===== config.mk =====
export PLATFORM = sky130hd
export DESIGN_NAME = parity_generator
export DESIGN_NICKNAME = d
export VERILOG_FILES = /design/src/rtl/parity_generator.sv
export SDC_FILE = /design/constraint.sdc
export NUM_CORES = 1
export LEC_CHECK = 0
export BUFFER_PORTS_ARGS = -buffer_cell sky130_fd_sc_hd__buf_4
export CAP_MARGIN = 20
export CORE_AREA = 5 5 66 68
export CTS_CLUSTER_SIZE = 14
export DETAILED_ROUTE_END_ITERATION = 16
export DIE_AREA = 0 0 71 73
export PLACE_DENSITY = 0.72
export SYNTH_ARGS = -nofsm -noshare
export SYNTH_HDL_FRONTEND = slang
export SYNTH_SLANG_ARGS = --single-unit
export TNS_END_PERCENT = 100

===== constraint.sdc =====
create_clock -name clk_i -period 3.7 [get_ports clk_i]
set_clock_uncertainty 0.15 [all_clocks]
set_input_delay 0.74 -clock clk_i [delete_from_list [all_inputs] [get_ports clk_i]]
set_output_delay 0.74 -clock clk_i [all_outputs]
set_load 0.02 [all_outputs]

===== src/rtl/parity_generator.sv =====
// Transmit-side parity generator: appends a parity bit to each payload word and pushes it
// to a FIFO through a two-entry (main + skid) buffer with a registered grant.
package all_types_pkg;
    typedef enum logic {ODD, EVEN} parity_mode_e;
    typedef enum logic {MSB, LSB} parity_pos_e;
endpackage

module parity_generator #(
    parameter int unsigned                 DATA_WIDTH        = 8,
    parameter all_types_pkg::parity_mode_e PARITY_MODE       = all_types_pkg::ODD,
    parameter all_types_pkg::parity_pos_e  PARITY_BIT_CHOICE = all_types_pkg::MSB,
    parameter int unsigned                 CNT_WIDTH         = 16
) (
    input  logic                  clk_i,
    input  logic                  rst_i,
    input  logic                  valid_i,
    input  logic [DATA_WIDTH-2:0] data_i,
    input  logic                  inject_err_i,
    output logic                  grant_o,
    output logic                  push_valid_o,
    output logic [DATA_WIDTH-1:0] push_data_o,
    input  logic                  push_grant_i,
    output logic [CNT_WIDTH-1:0]  word_cnt_o
);

    logic                  main_valid_q;
    logic [DATA_WIDTH-1:0] main_data_q;
    logic                  skid_valid_q;
    logic [DATA_WIDTH-1:0] skid_data_q;
    logic [CNT_WIDTH-1:0]  cnt_q;

    logic                  parity;
    logic [DATA_WIDTH-1:0] word;
    logic                  accept;
    logic                  xfer;

    // Grant depends only on state so the FIFO side never forms a combinational loop.
    assign grant_o = !skid_valid_q && !rst_i;
    assign accept  = valid_i && grant_o;
    assign xfer    = main_valid_q && push_grant_i;

    always_comb begin
        if (PARITY_MODE == all_types_pkg::EVEN) begin
            parity = ^data_i;
        end else begin
            parity = ~^data_i;
        end
        parity = parity ^ inject_err_i;
        if (PARITY_BIT_CHOICE == all_types_pkg::MSB) begin
            word = {parity, data_i};
        end else begin
            word = {data_i, parity};
        end
    end

    always_ff @(posedge clk_i) begin
        if (rst_i) begin
            main_valid_q <= 1'b0;
            main_data_q  <= '0;
            skid_valid_q <= 1'b0;
            skid_data_q  <= '0;
            cnt_q        <= '0;
        end else begin
            if (xfer) begin
                cnt_q <= cnt_q + CNT_WIDTH'(1);
            end
            if (!main_valid_q || xfer) begin
                // Skid holds the older word, so it must drain into main first.
                if (skid_valid_q) begin
                    main_valid_q <= 1'b1;
                    main_data_q  <= skid_data_q;
                    skid_valid_q <= accept;
                    if (accept) begin
                        skid_data_q <= word;
                    end
                end else begin
                    main_valid_q <= accept;
                    if (accept) begin
                        main_data_q <= word;
                    end
                end
            end else if (accept) begin
                skid_valid_q <= 1'b1;
                skid_data_q  <= word;
            end
        end
    end

    assign push_valid_o = main_valid_q;
    assign push_data_o  = main_data_q;
    assign word_cnt_o   = cnt_q;

endmodule


==> run metrics, run 1 <==
clock buffer depth 2; P_leak 0.824 nW; share of cells above drive strength 1 29.2%; Final WS setup 1.42 ns; global-route wire length before repair 4990 µm; Hold Buf Count CTS 0; core area 0.00380 mm²; Vias per Instance 4.99; synthesized area per cell 9.61 µm²; Worst Setup End Kind output pin; FMAX 439 MHz; CTS root buffer clkbuf_8; Synthesized Nets 176; antenna violations before repair 0; Arr. time, crit path 1.39 ns; Power Density 386 mW/mm²; dpl cells 244; YS warnings 0; endpoints failing setup 0; H-tree levels 2; Non-Filler Instances 252; WS Path Type in2out; CTS Buf Count 5; drt pass-1 iters 4; Place WS 1.42 ns; hold crit path type reg2reg; Die Y-Extent 73 µm; Layout area overhead 24.9%; num ports 38; crit-path max FO 38; vias in the first global route 1151; slowest CP cell buf_4; Nets 214; DRC Markers 0; PortBufs 37; worst path required time 2.81 ns; Routed WL 3060 µm; pin count of the biggest net entering global routing 39; clk sink count 34; RePlAce Congestion 0.738; ANT cells 0; RSZ-0062 raised after global routing no; post-synthesis sequential area ratio 43.5%; DR iter-0 viols 44; Mapped Cells 163; CTS resizes 0; vias 1257; Slew Viols, Final 0; Slew headroom 66.0%; Tot GR Track Use 12.2%; filler cell count 387; final hold vios 0; Worst Tran Pin Value 0.510 ns; Initial Util 41.2%; run status complete, no violations; die area 0.00518 mm²; Worst-Skew Late Latency 0.28 ns; clock period minus worst slack 2.28 ns; worst hold slack 0.325 ns; internal reg-to-reg setup slack 1.86 ns; Worst VDD drop 0.188 mV; num rows 23; Netlist cell types 39; post-CTS setup buffers 0; setup_tns 0 ns; DRT antenna net count 0; Pwr Total 0.000755 W; Die Width 71 µm; crit path launch type primary input; Seq cells post-synth 34; max cap viols 0; Avg WL per Cell 12.1 µm; CP most frequent cell buf_4; grt ovf 0; Detail Placement HPWL 2230 µm; CTS tree built; mapped cell area 0.00157 mm²; Clock Pin Slew Worst Setup and Hold Paths 0.07 ns; max incr delay on CP 0.33 ns; Tcrit/Tclk final 61.6%; Critical Path, Cell by Cell buf_4 > nor2_1 > buf_4
through the flow:
step	cell area (µm²)	utilization, %
floorplan	1570	-
global placement	1870	49.1
detailed placement	1870	49.1
CTS	1960	51.5
global route	1960	51.5
finish	1960	51.5
flip-flops by register name, summed over array words and instances (netlist names):
name and count:
push_valid_o 1, skid_valid_q 1, push_data_o 8, word_cnt_o 16, skid_data_q 8
synthesized netlist by cell type:
master | instances | area (µm²)
dfxtp_1 | 34 | 681
nor2_1 | 29 | 109
mux2i_1 | 14 | 140
xnor2_1 | 8 | 70.1
xor2_1 | 8 | 70.1
a211oi_1 | 7 | 52.6
nand2_1 | 6 | 22.5
nand3_1 | 6 | 30.0
a21oi_1 | 5 | 25.0
inv_1 | 4 | 15.0
nand4_1 | 4 | 25.0
mux2_2 | 3 | 33.8
nor3_1 | 3 | 15.0
o21ai_0 | 3 | 15.0
and2b_2 | 2 | 17.5
and4_1 | 2 | 17.5
buf_1 | 2 | 7.51
nor2b_1 | 2 | 12.5
a21oi_4 | 1 | 16.3
a31o_2 | 1 | 8.76
a31oi_1 | 1 | 6.26
and2_1 | 1 | 6.26
and3_2 | 1 | 7.51
and4_2 | 1 | 10.0
buf_2 | 1 | 5.00
buf_6 | 1 | 11.3
clkbuf_1 | 1 | 3.75
clkbuf_8 | 1 | 13.8
ha_1 | 1 | 12.5
nand2b_1 | 1 | 6.26
nand3_2 | 1 | 10.0
nand3_4 | 1 | 17.5
nor3b_2 | 1 | 12.5
nor4_4 | 1 | 21.3
o21bai_1 | 1 | 7.51
o311ai_0 | 1 | 8.76
or2b_2 | 1 | 8.76
or3_1 | 1 | 6.26
or3_2 | 1 | 7.51
layer usage:
layer  global-route usage (%)  vias up  wire length (µm)
met4                     4.38        0                46
met1                     14.3      575              1430
li1                         -      644                 -
met3                     4.55        6               207
met5                        0        -                 0
met2                     20.3       32              1370
logic make-up (layout without fill, tap and decap cells):
group / after synthesis / in the layout / synth area share, %
buffers and inverters: 10 / 49 / 3.59
muxes: 17 / 17 / 11.1
DFF: 34 / 34 / 43.5
xor gates and xnor gates: 16 / 16 / 8.95
and+or+nand+nor: 65 / 65 / 23.2
AOI/OAI and AO/OA: 20 / 20 / 8.95
adders and majority gates: 1 / 1 / 0.799
worst paths after layout:
check	depth (start not counted)	start	endpoint
worst max register to register	4	word_cnt_o[4]	word_cnt_o[15]
worst min-delay path	2	skid_data_q[7]	skid_data_q[7]
worst max-delay path	3	rst_i	grant_o
worst min register to register	2	skid_data_q[7]	skid_data_q[7]
critical path, delay by kind of cell:
kind | cells | cell delay (ns)
and+or+nand+nor | 1 | 0.12
buffers and inverters | 2 | 0.52
power by group:
group | switching (W) | total (W) | internal [W]
clock | 0.000129 | 0.000279 | 0.000150
sequential | 0.00000908 | 0.000386 | 0.000377
combinational | 0.0000491 | 0.0000905 | 0.0000414
total | 0.000187 | 0.000755 | 0.000569
area by class of cell:
cell class	count	area [µm²]	area share (%)
Clock buffer	7	86.3	4.41
Clock inverter	1	5.00	0.256
Inverter	4	15.0	0.767
Multi-Input combinational cell	119	830	42.4
Sequential cell	34	681	34.8
Tap cell	50	62.6	3.20
Timing Repair Buffer	37	278	14.2
placed cells by master (no fill, tap or decap):
cell type	Yosys	layout
nand3_1	6	6
clkbuf_8	1	6
nor2_1	29	29
clkinv_2	0	1
o311ai_0	1	1
a31oi_1	1	1
nand3_4	1	1
and2_1	1	1
xnor2_1	8	8
o21ai_0	3	3
buf_4	0	37
nand3_2	1	1
mux2_2	3	3
nand4_1	4	4
o21bai_1	1	1
and4_1	2	2
and3_2	1	1
or2b_2	1	1
ha_1	1	1
a211oi_1	7	7
a21oi_1	5	5
and2b_2	2	2
or3_1	1	1
clkbuf_1	1	1
a31o_2	1	1
inv_1	4	4
xor2_1	8	8
dfxtp_1	34	34
a21oi_4	1	1
or3_2	1	1
and4_2	1	1
mux2i_1	14	14
nor2b_1	2	2
nand2_1	6	6
nand2b_1	1	1
nor3_1	3	3
nor3b_2	1	1
nor4_4	1	1
(Power assumes the default switching activity.)
==> run 2: changes to the inputs <==
==> constraint.sdc (replaced) <==
create_clock -name clk_i -period 2.1 [get_ports clk_i]
set_clock_uncertainty 0.15 [all_clocks]
set_input_delay 0.42 -clock clk_i [delete_from_list [all_inputs] [get_ports clk_i]]
set_output_delay 0.42 -clock clk_i [all_outputs]
set_load 0.02 [all_outputs]
==> run 2 against run 1 <==
  * Count of clock-buffer cells in the layout unchanged
  * Sequential cell count unchanged
  * Power increased by 76%
  * Final cell count increased by 0.79%
  * Die area unchanged
  * Critical path type is now reg2reg
  * Critical endpoint is now word_cnt_o[15]
  * Largest cell class unchanged
  * Highest routed layer unchanged
==> run metrics, run 2 (synthesis results as in run 1) <==
Worst Setup End Kind flip-flop; Slew headroom 73.5%; Die Y-Extent 73 µm; P_leak 0.835 nW; final hold vios 0; Arr. time, crit path 1.81 ns; share of cells above drive strength 1 29.9%; Initial Util 41.2%; area of the multi-input gates 830 µm²; most common cell after layout, fill and taps aside buf_4; Clock Pin Slew Worst Setup and Hold Paths 0.07 ns; CTS resizes 0; RSZ-0062 raised after global routing no; Power Density 674 mW/mm²; clk sink count 34; Worst VDD drop 0.359 mV; Tot GR Track Use 12.9%; hold crit path type in2reg; CTS root buffer clkbuf_8; CTS tree built; worst hold slack 0.245 ns; Slew Viols, Final 0; run status complete, no violations; vias 1221; Vias per Instance 4.81; DRC Markers 0; CTS Buf Count 5; num ports 38; RePlAce Congestion 0.726; Worst-Skew Late Latency 0.28 ns; Die Width 71 µm; endpoints failing setup 0; clock buffer depth 2; Routed WL 3010 µm; most used cells in the layout excluding fill and tap cells 39 x buf_4, 34 x dfxtp_1, 29 x nor2_1, 14 x mux2i_1; max cap viols 0; vias in the first global route 1219; grt ovf 0; antenna violations before repair 0; pin count of the biggest net entering global routing 23; clock period minus worst slack 1.80 ns; DR iter-0 viols 62; num rows 23; max reg flops 16; Tcrit/Tclk final 85.7%; DRT antenna net count 0; global-route wire length before repair 5310 µm; worst path required time 2.12 ns; Nets 216; die area 0.00518 mm²; Worst Tran Pin Value 0.397 ns; final core occ 51.9%; crit path launch type flip-flop; post-CTS setup buffers 0; Layout area overhead 25.9%; filler cell count 381; PortBufs 37; setup_tns 0 ns; crit-path max FO 8; H-tree levels 2; FMAX 556 MHz; WS Path Type reg2reg; ANT cells 0; drt pass-1 iters 4; Detail Placement HPWL 2190 µm; core area 0.00380 mm²; Avg WL per Cell 11.8 µm; Hold Buf Count CTS 0; Seq. cell area 681 µm²
run 2: cell types whose count changed in the layout (fill, tap and decap cells not counted):
cell / change
buf_4: +2
run 2: final cells by class:
type	instances	area share, %
multi-input cells	119	42.1
clock inverters	1	0.254
well taps	50	3.17
repair buffers	39	14.8
flip-flops and latches	34	34.5
clock buffers	7	4.38
inverters	4	0.761
run 2: stage by stage:
step	instance area, µm²	setup WS [ns]	total power, W	std cells
2_1_floorplan	1570	0.285	0.000795	163
3_3_place_gp	1880	0.264	0.000855	246
3_5_place_dp	1880	0.251	0.000856	246
4_1_cts	1970	0.290	0.00136	254
5_1_grt	1970	0.171	0.00140	254
6_report	1970	0.301	0.00133	254
run 2: critical path, stage by stage (launching register included):
cell and delay [ns]:
dfxtp_1 0.48, nand3_4 0.14, nor4_4 0.34, nor3b_2 0.22, mux2_2 0.35
run 2: power breakdown:
group / switching [W] / leakage, nW / total (W) / internal [W]
Sequential: 0.0000144 / 0.276 / 0.000679 / 0.000664
Clock: 0.000225 / 0.0482 / 0.000489 / 0.000264
Combinational: 0.0000857 / 0.510 / 0.000160 / 0.0000747
run 2: worst paths after layout:
kind | slack, ns | cells past startpoint | from | end
worst max-delay path | 0.30 | 4 | push_valid_o | word_cnt_o[15]
worst min-delay path | 0.24 | 3 | data_i[6] | skid_data_q[6]
worst max register to register | 0.30 | 4 | push_valid_o | word_cnt_o[15]
worst min register to register | 0.33 | 2 | skid_data_q[7] | skid_data_q[7]
run 2: layer usage:
metal / GRT usage [%] / vias up / share of wire (%)
met3: 5.10 / 5 / 8.2
met4: 6.26 / 0 / 1.7
li1: - / 645 / -
met5: 0 / - / 0
met2: 19.4 / 34 / 41
met1: 16.1 / 537 / 49
